<file path="src/rtl/instr_encoder.sv">
// instr_encoder: turns operation requests into 32-bit MIPS instruction words
// and buffers them in a two-entry FIFO. It also keeps a count of delivered
// words and a sticky flag for illegal operations.
module instr_encoder (
  input  logic        clk,
  input  logic        reset_n,
  input  logic        in_valid,
  output logic        in_ready,
  input  logic [3:0]  in_op,
  input  logic [4:0]  in_rs,
  input  logic [4:0]  in_rt,
  input  logic [4:0]  in_rd,
  input  logic [15:0] in_imm,
  input  logic [25:0] in_target,
  output logic        out_valid,
  input  logic        out_ready,
  output logic [31:0] out_instr,
  output logic [15:0] instr_cnt,
  output logic        err,
  input  logic        err_clr
);

  // Operation codes as seen on in_op
  localparam logic [3:0] OP_ADDU = 4'd0;
  localparam logic [3:0] OP_SUBU = 4'd1;
  localparam logic [3:0] OP_JR   = 4'd2;
  localparam logic [3:0] OP_ORI  = 4'd3;
  localparam logic [3:0] OP_LW   = 4'd4;
  localparam logic [3:0] OP_SW   = 4'd5;
  localparam logic [3:0] OP_BEQ  = 4'd6;
  localparam logic [3:0] OP_LUI  = 4'd7;
  localparam logic [3:0] OP_JAL  = 4'd8;
  localparam logic [3:0] OP_J    = 4'd9;

  // MIPS opcode and funct fields
  localparam logic [5:0] FN_ADDU  = 6'b100001;
  localparam logic [5:0] FN_SUBU  = 6'b100011;
  localparam logic [5:0] FN_JR    = 6'b001000;
  localparam logic [5:0] OPC_RTYP = 6'b000000;
  localparam logic [5:0] OPC_ORI  = 6'b001101;
  localparam logic [5:0] OPC_LW   = 6'b100011;
  localparam logic [5:0] OPC_SW   = 6'b101011;
  localparam logic [5:0] OPC_BEQ  = 6'b000100;
  localparam logic [5:0] OPC_LUI  = 6'b001111;
  localparam logic [5:0] OPC_JAL  = 6'b000011;
  localparam logic [5:0] OPC_J    = 6'b000010;

  // Build the instruction word; each op class uses only its own fields.
  function automatic logic [31:0] encode_instr(
    input logic [3:0]  op,
    input logic [4:0]  rs,
    input logic [4:0]  rt,
    input logic [4:0]  rd,
    input logic [15:0] imm,
    input logic [25:0] target
  );
    logic [31:0] word;
    case (op)
      OP_ADDU: word = {OPC_RTYP, rs, rt, rd, 5'b00000, FN_ADDU};
      OP_SUBU: word = {OPC_RTYP, rs, rt, rd, 5'b00000, FN_SUBU};
      OP_JR:   word = {OPC_RTYP, rs, 5'b00000, 5'b00000, 5'b00000, FN_JR};
      OP_ORI:  word = {OPC_ORI, rs, rt, imm};
      OP_LW:   word = {OPC_LW, rs, rt, imm};
      OP_SW:   word = {OPC_SW, rs, rt, imm};
      OP_BEQ:  word = {OPC_BEQ, rs, rt, imm};
      OP_LUI:  word = {OPC_LUI, 5'b00000, rt, imm};
      OP_JAL:  word = {OPC_JAL, target};
      OP_J:    word = {OPC_J, target};
      default: word = 32'h0000_0000;
    endcase
    return word;
  endfunction

  // Codes 10..15 have no encoding.
  function automatic logic op_illegal(input logic [3:0] op);
    return (op > OP_J);
  endfunction

  logic [31:0] slot0_r, slot1_r;
  logic        valid0_r, valid1_r;
  logic [31:0] slot0_nxt_s, slot1_nxt_s;
  logic        valid0_nxt_s, valid1_nxt_s;
  logic        push_s, pop_s;
  logic [31:0] enc_s;
  logic        illegal_s;
  logic        err_r;
  logic [15:0] cnt_r;

  // slot0 is always the head, so out_instr is a plain register output.
  assign in_ready  = ~valid1_r;
  assign out_valid = valid0_r;
  assign out_instr = slot0_r;
  assign instr_cnt = cnt_r;
  assign err       = err_r;

  assign push_s    = in_valid & ~valid1_r;
  assign pop_s     = valid0_r & out_ready;
  assign enc_s     = encode_instr(in_op, in_rs, in_rt, in_rd, in_imm, in_target);
  assign illegal_s = op_illegal(in_op);

  // FIFO next state: push into the first free slot, pop shifts slot1 forward.
  always_comb begin
    slot0_nxt_s  = slot0_r;
    slot1_nxt_s  = slot1_r;
    valid0_nxt_s = valid0_r;
    valid1_nxt_s = valid1_r;
    case ({valid1_r, valid0_r})
      2'b00: begin
        if (push_s) begin
          slot0_nxt_s  = enc_s;
          valid0_nxt_s = 1'b1;
        end else begin
          valid0_nxt_s = 1'b0;
        end
      end
      2'b01: begin
        if (push_s && pop_s) begin
          slot0_nxt_s = enc_s;
        end else if (push_s) begin
          slot1_nxt_s  = enc_s;
          valid1_nxt_s = 1'b1;
        end else if (pop_s) begin
          valid0_nxt_s = 1'b0;
        end else begin
          valid0_nxt_s = 1'b1;
        end
      end
      2'b11: begin
        if (pop_s) begin
          slot0_nxt_s  = slot1_r;
          valid1_nxt_s = 1'b0;
        end else begin
          valid1_nxt_s = 1'b1;
        end
      end
      default: begin
        // slot1 valid without slot0 cannot occur; recover to empty.
        valid0_nxt_s = 1'b0;
        valid1_nxt_s = 1'b0;
      end
    endcase
  end

  // FIFO storage and occupancy registers.
  always_ff @(posedge clk or negedge reset_n) begin
    if (!reset_n) begin
      slot0_r  <= 32'h0000_0000;
      slot1_r  <= 32'h0000_0000;
      valid0_r <= 1'b0;
      valid1_r <= 1'b0;
    end else begin
      slot0_r  <= slot0_nxt_s;
      slot1_r  <= slot1_nxt_s;
      valid0_r <= valid0_nxt_s;
      valid1_r <= valid1_nxt_s;
    end
  end

  // Sticky illegal-op flag; a new illegal accept beats a clear.
  always_ff @(posedge clk or negedge reset_n) begin
    if (!reset_n) begin
      err_r <= 1'b0;
    end else if (push_s && illegal_s) begin
      err_r <= 1'b1;
    end else if (err_clr) begin
      err_r <= 1'b0;
    end else begin
      err_r <= err_r;
    end
  end

  // Delivered-word counter, wraps naturally at 16 bits.
  always_ff @(posedge clk or negedge reset_n) begin
    if (!reset_n) begin
      cnt_r <= 16'h0000;
    end else if (pop_s) begin
      cnt_r <= cnt_r + 16'd1;
    end else begin
      cnt_r <= cnt_r;
    end
  end

endmodule

</file>
<file path="config.mk">
export PLATFORM = sky130hd
export DESIGN_NAME = instr_encoder
export DESIGN_NICKNAME = d
export VERILOG_FILES = /design/src/rtl/instr_encoder.sv
export SDC_FILE = /design/constraint.sdc
export NUM_CORES = 1
export LEC_CHECK = 0
export CAP_MARGIN = 30
export CORE_UTILIZATION = 45
export CTS_BUF_LIST = sky130_fd_sc_hd__clkbuf_2
export DETAILED_ROUTE_END_ITERATION = 7
export PLACE_DENSITY = 0.75
export REMOVE_ABC_BUFFERS = 1
export SLEW_MARGIN = 20
export SYNTH_ARGS = -nofsm -noshare
export SYNTH_HDL_FRONTEND = slang
export SYNTH_SLANG_ARGS = --single-unit
export TNS_END_PERCENT = 50
</file>
<file path="constraint.sdc">
create_clock -name clk -period 1.97 [get_ports clk]
set_input_delay 0.197 -clock clk [delete_from_list [all_inputs] [get_ports clk]]
set_output_delay 0.197 -clock clk [all_outputs]
set_load 0.01 [all_outputs]
</file>
==> metrics.md <==
| Metric | Value |
|---|---|
| Htree depth | 3 |
| Post-synthesis cell type count | 56 |
| CTS buffer count | 9 |
| Min Clock Period, post-route | 1.836 ns |
| Overflow after GRT | 0 |
| Crit path kind | reg2reg |
| Initial DRC Count | 134 |
| Vias/cell | 5.286 |
| Overall Power | 7.854 mW |
| Worst hold-check path type | in2async |
| TritonCTS clock tree | yes |
| CTS Root Cell | clkbuf_2 |
| Die Wd | 100.7 um |
| Layout area overhead | 35.57% |
| Normalized max-slew margin | 0.6143 |
| Status | finished, final reports clean |
| Share of cells above drive strength 1 | 0.1863 |
| Adder-cell area share of the yosys netlist | 0.01143 |
| CP peak stage delay | 0.46 ns |
| Syn Area/Cell | 10.43 sq um |
| Fillers | 761 |
| Syn. warnings | 0 |
| I/O Buffers | 115 |
| FF-to-FF Start | valid1_r$_DFFE_PN0P_ |
| Placement row count | 35 |
| Worst EP required | 2.40 ns |
| Initial antenna violation count | 0 |
| Crit path max fanout | 26 |
| Fin nets | 618 |
| Routed via count | 3605 |
| Chip height | 100.7 um |
| Nature of the critical path endpoint | flip-flop |
| Vias in the first global route | 3711 |
| Number of synthesized flops with an enable pin | 0 |
| Layout Skew | 0.01778 ns |
| First-pass iteration count of the detailed router | 4 |
| #FFs+latches synth | 81 |
| GRT Util Overall | 0.2183 |
| Endpoints failing hold | 0 |
| Post-DR wirelength/cell | 15.17 um |
| Mux cell area share after synthesis | 0.09800 |
| Die area | 10130 sq um |
| Sequential-to-total area share from yosys stat | 0.4629 |
| Least-Margin Pin Slew | 0.5785 ns |
| FMAX | 0.5447 GHz |
| Synth Instances | 420 |
| Detailed Route WL | 10.35 mm |
| Startpoint types | flip-flop |
| PwrDens | 1323 nW/um^2 |
| Antenna Nets Post-Route | 0 |
| CTS max path bufs | 2 |
| Worst skew pair latency | 0.52 ns |
| Setup TNS | 0 ns |
| Ys flop type | dfrtp_1 |
| Area of the multi-input gates | 2123 sq um |
| P_leak | 2.616 nW |
| DRC viols | 0 |
| Post-Synth Simple-Gate Area | 0.1480 |
| Maxcap violations | 0 |
| Slew Limit Fails | 0 |
| Slowest-stage cell, CP | dfrtp_1 |
| GP Congestion | 0.8037 |
| Post-synthesis xor/xnor area fraction | 0.03200 |
| Worst path cell trace | inv_1, ha_1, buf_4, o21ai_1, nand3_2, buf_12, mux2_2 |
| Post-layout util | 0.6365 |
| WP data arrival | 2.27 ns |
| Worst R2R Path Depth | 7 |
| Largest net degree at the start of global routing | 46 |
| Final Cycle Share | 0.9319 |
| Worst VDD drop | 858.5 uV |
| Clock sinks | 81 |
| FF+latch area | 2027 sq um |
| Crit path max-delay family | buffers and inverters |
| Ys async rst share | 1.000 |
| Compound-gate portion of the synthesized area | 0.1920 |
| Main combinational cell family by area after synthesis | compound AO/OA/AOI/OAI gates |
| Final HPWL DP | 7.710 mm |
| ANT cells | 0 |
| Clk slew on worst S/H paths | 0.22 ns |
| # IOs | 117 |
| RR Endpoint | out_instr[31]$_DFFE_PN0P_ |
| Synth Cell Area | 4379 sq um |
| Final Setup Violations | 0 |
| RSZ-0062 raised after global routing | yes |
| Starting Density | 0.4695 |
| CP bufs+invs | 3 |
| Core Region | 9328 sq um |
| Global-route wire length before repair | 17.18 mm |
| FF-to-FF setup slack | 0.13 ns |
## layout by cell type (no fill, tap or decap), drive strengths merged, types with 2 or more instances in the layout
| master | netlist | layout |
|---|---|---|
| nor2b | 13 | 13 |
| nor2 | 36 | 36 |
| mux2 | 25 | 25 |
| and2 | 2 | 2 |
| dfrtp | 81 | 81 |
| xor2 | 5 | 5 |
| inv | 19 | 20 |
| nand2b | 5 | 5 |
| clkbuf | 7 | 9 |
| or2 | 2 | 2 |
| a21oi | 17 | 17 |
| nand4 | 5 | 5 |
| a2bb2oi | 10 | 10 |
| a31oi | 7 | 7 |
| clkdlybuf4s50 | 0 | 112 |
| bufinv | 0 | 3 |
| o211ai | 5 | 5 |
| nor3 | 4 | 4 |
| a22o | 14 | 14 |
| nand2 | 48 | 48 |
| clkinvlp | 0 | 2 |
| a221oi | 12 | 12 |
| xnor2 | 11 | 11 |
| o31ai | 2 | 2 |
| mux2i | 8 | 8 |
| a22oi | 3 | 3 |
| buf | 20 | 30 |
| nand3 | 12 | 12 |
| o22ai | 2 | 2 |
| ha | 4 | 4 |
| o21ai | 26 | 26 |
## sequential cells by signal, summed over array words and instances, names as in the netlist
name       cells
err            1
slot1_r       31
valid1_r       1
out_instr     31
out_valid      1
instr_cnt     16
## routing by layer
| metal | global-route usage | part of all wire | up-vias |
|---|---|---|---|
| met5 | 0 | 0 | - |
| met4 | 0.06689 | 0.014 | 0 |
| met3 | 0.03675 | 0.034 | 13 |
| met2 | 0.3757 | 0.49 | 87 |
| met1 | 0.2816 | 0.46 | 1765 |
| li1 | - | - | 1740 |
## worst register-to-register path: stages, from the launching register on
cell     delay, ns
dfrtp_1       0.46
inv_1         0.13
ha_1          0.25
buf_4         0.15
o21ai_1       0.07
nand3_2       0.10
buf_12        0.22
mux2_2        0.38
## cell usage after synthesis (3+ instances only)
cell type | number | area share
nor2b_1 | 12 | 0.017
mux2i_1 | 8 | 0.018
nand4_1 | 4 | 0.0057
a31oi_1 | 7 | 0.010
nand3_2 | 3 | 0.0069
xnor2_1 | 11 | 0.022
o21ai_1 | 4 | 0.0046
buf_2 | 9 | 0.010
nor3_1 | 3 | 0.0034
nor2_1 | 33 | 0.028
buf_4 | 5 | 0.0086
nand2_1 | 47 | 0.040
mux2_4 | 18 | 0.062
o21ai_0 | 22 | 0.025
nand2b_1 | 5 | 0.0071
inv_1 | 19 | 0.016
buf_6 | 5 | 0.013
ha_1 | 4 | 0.011
mux2_2 | 7 | 0.018
a21oi_2 | 3 | 0.0060
nor2_2 | 3 | 0.0043
a2bb2oi_1 | 10 | 0.020
a21oi_1 | 14 | 0.016
clkbuf_1 | 7 | 0.0060
dfrtp_1 | 81 | 0.46
nand3_1 | 9 | 0.010
o211ai_1 | 5 | 0.0086
a22o_1 | 14 | 0.028
xor2_1 | 5 | 0.010
a221oi_2 | 12 | 0.041
## cells by family (layout without fill, tap and decap cells)
kind of cell    Yosys count  in the layout
compound gates          106            106
xor+xnor                 16             16
fa+ha+maj                 4              4
buf+inv                  46            179
flops                    81             81
mux                      33             33
other cells               1              1
simple gates            133            133
## per-stage QoR
stage	cells	hold WS, ns	area (sq um)	setup slack, ns
6_report	682	0.1770	5937	0.1341
5_1_grt	682	0.1677	5937	-0.001863
2_1_floorplan	393	-0.09859	4210	-0.6640
3_5_place_dp	665	0.2357	5751	0.03820
4_1_cts	682	0.1912	5934	0.09546
3_3_place_gp	665	0.2276	5751	0.08530
## worst max path at each step
| stage | startpoint | depth (start not counted) | to |
|---|---|---|---|
| global route | valid1_r$_DFFE_PN0P_ | 7 | out_instr[24]$_DFFE_PN0P_ |
| finish | valid1_r$_DFFE_PN0P_ | 7 | out_instr[31]$_DFFE_PN0P_ |
| CTS | valid1_r$_DFFE_PN0P_ | 2 | in_ready |
| global placement | valid1_r$_DFFE_PN0P_ | 7 | out_instr[18]$_DFFE_PN0P_ |
| detailed placement | in_op[1] | 5 | out_instr[7]$_DFFE_PN0P_ |
| floorplan | out_valid$_DFFE_PN0P_ | 4 | out_instr[31]$_DFFE_PN0P_ |
## power breakdown
group	total [mW]	switching (mW)	internal (mW)
clock	1.14	0.598	0.546
sequential	2.78	0.439	2.34
combinational	3.93	1.75	2.18
## repair_timing
| action | 4_1_cts | 5_1_grt |
|---|---|---|
| hold buffers | 1 | 0 |
| hold endpoints to repair | 44 | 0 |
| endpoints found under the setup margin | 1 | 3 |
| gates resized for setup | 1 | 1 |
| setup buffers | 0 | 0 |
| cloned | 0 | 0 |
## layout make-up
class	instances	share of cell area
clock buffer	9	0.007587
clock inverter	7	0.01981
inverter	19	0.01201
multi-input combinational	293	0.3576
sequential	81	0.3414
tap	129	0.02719
timing repair buffer	144	0.2344
No activity file was read; power rests on OpenSTA's default activity.
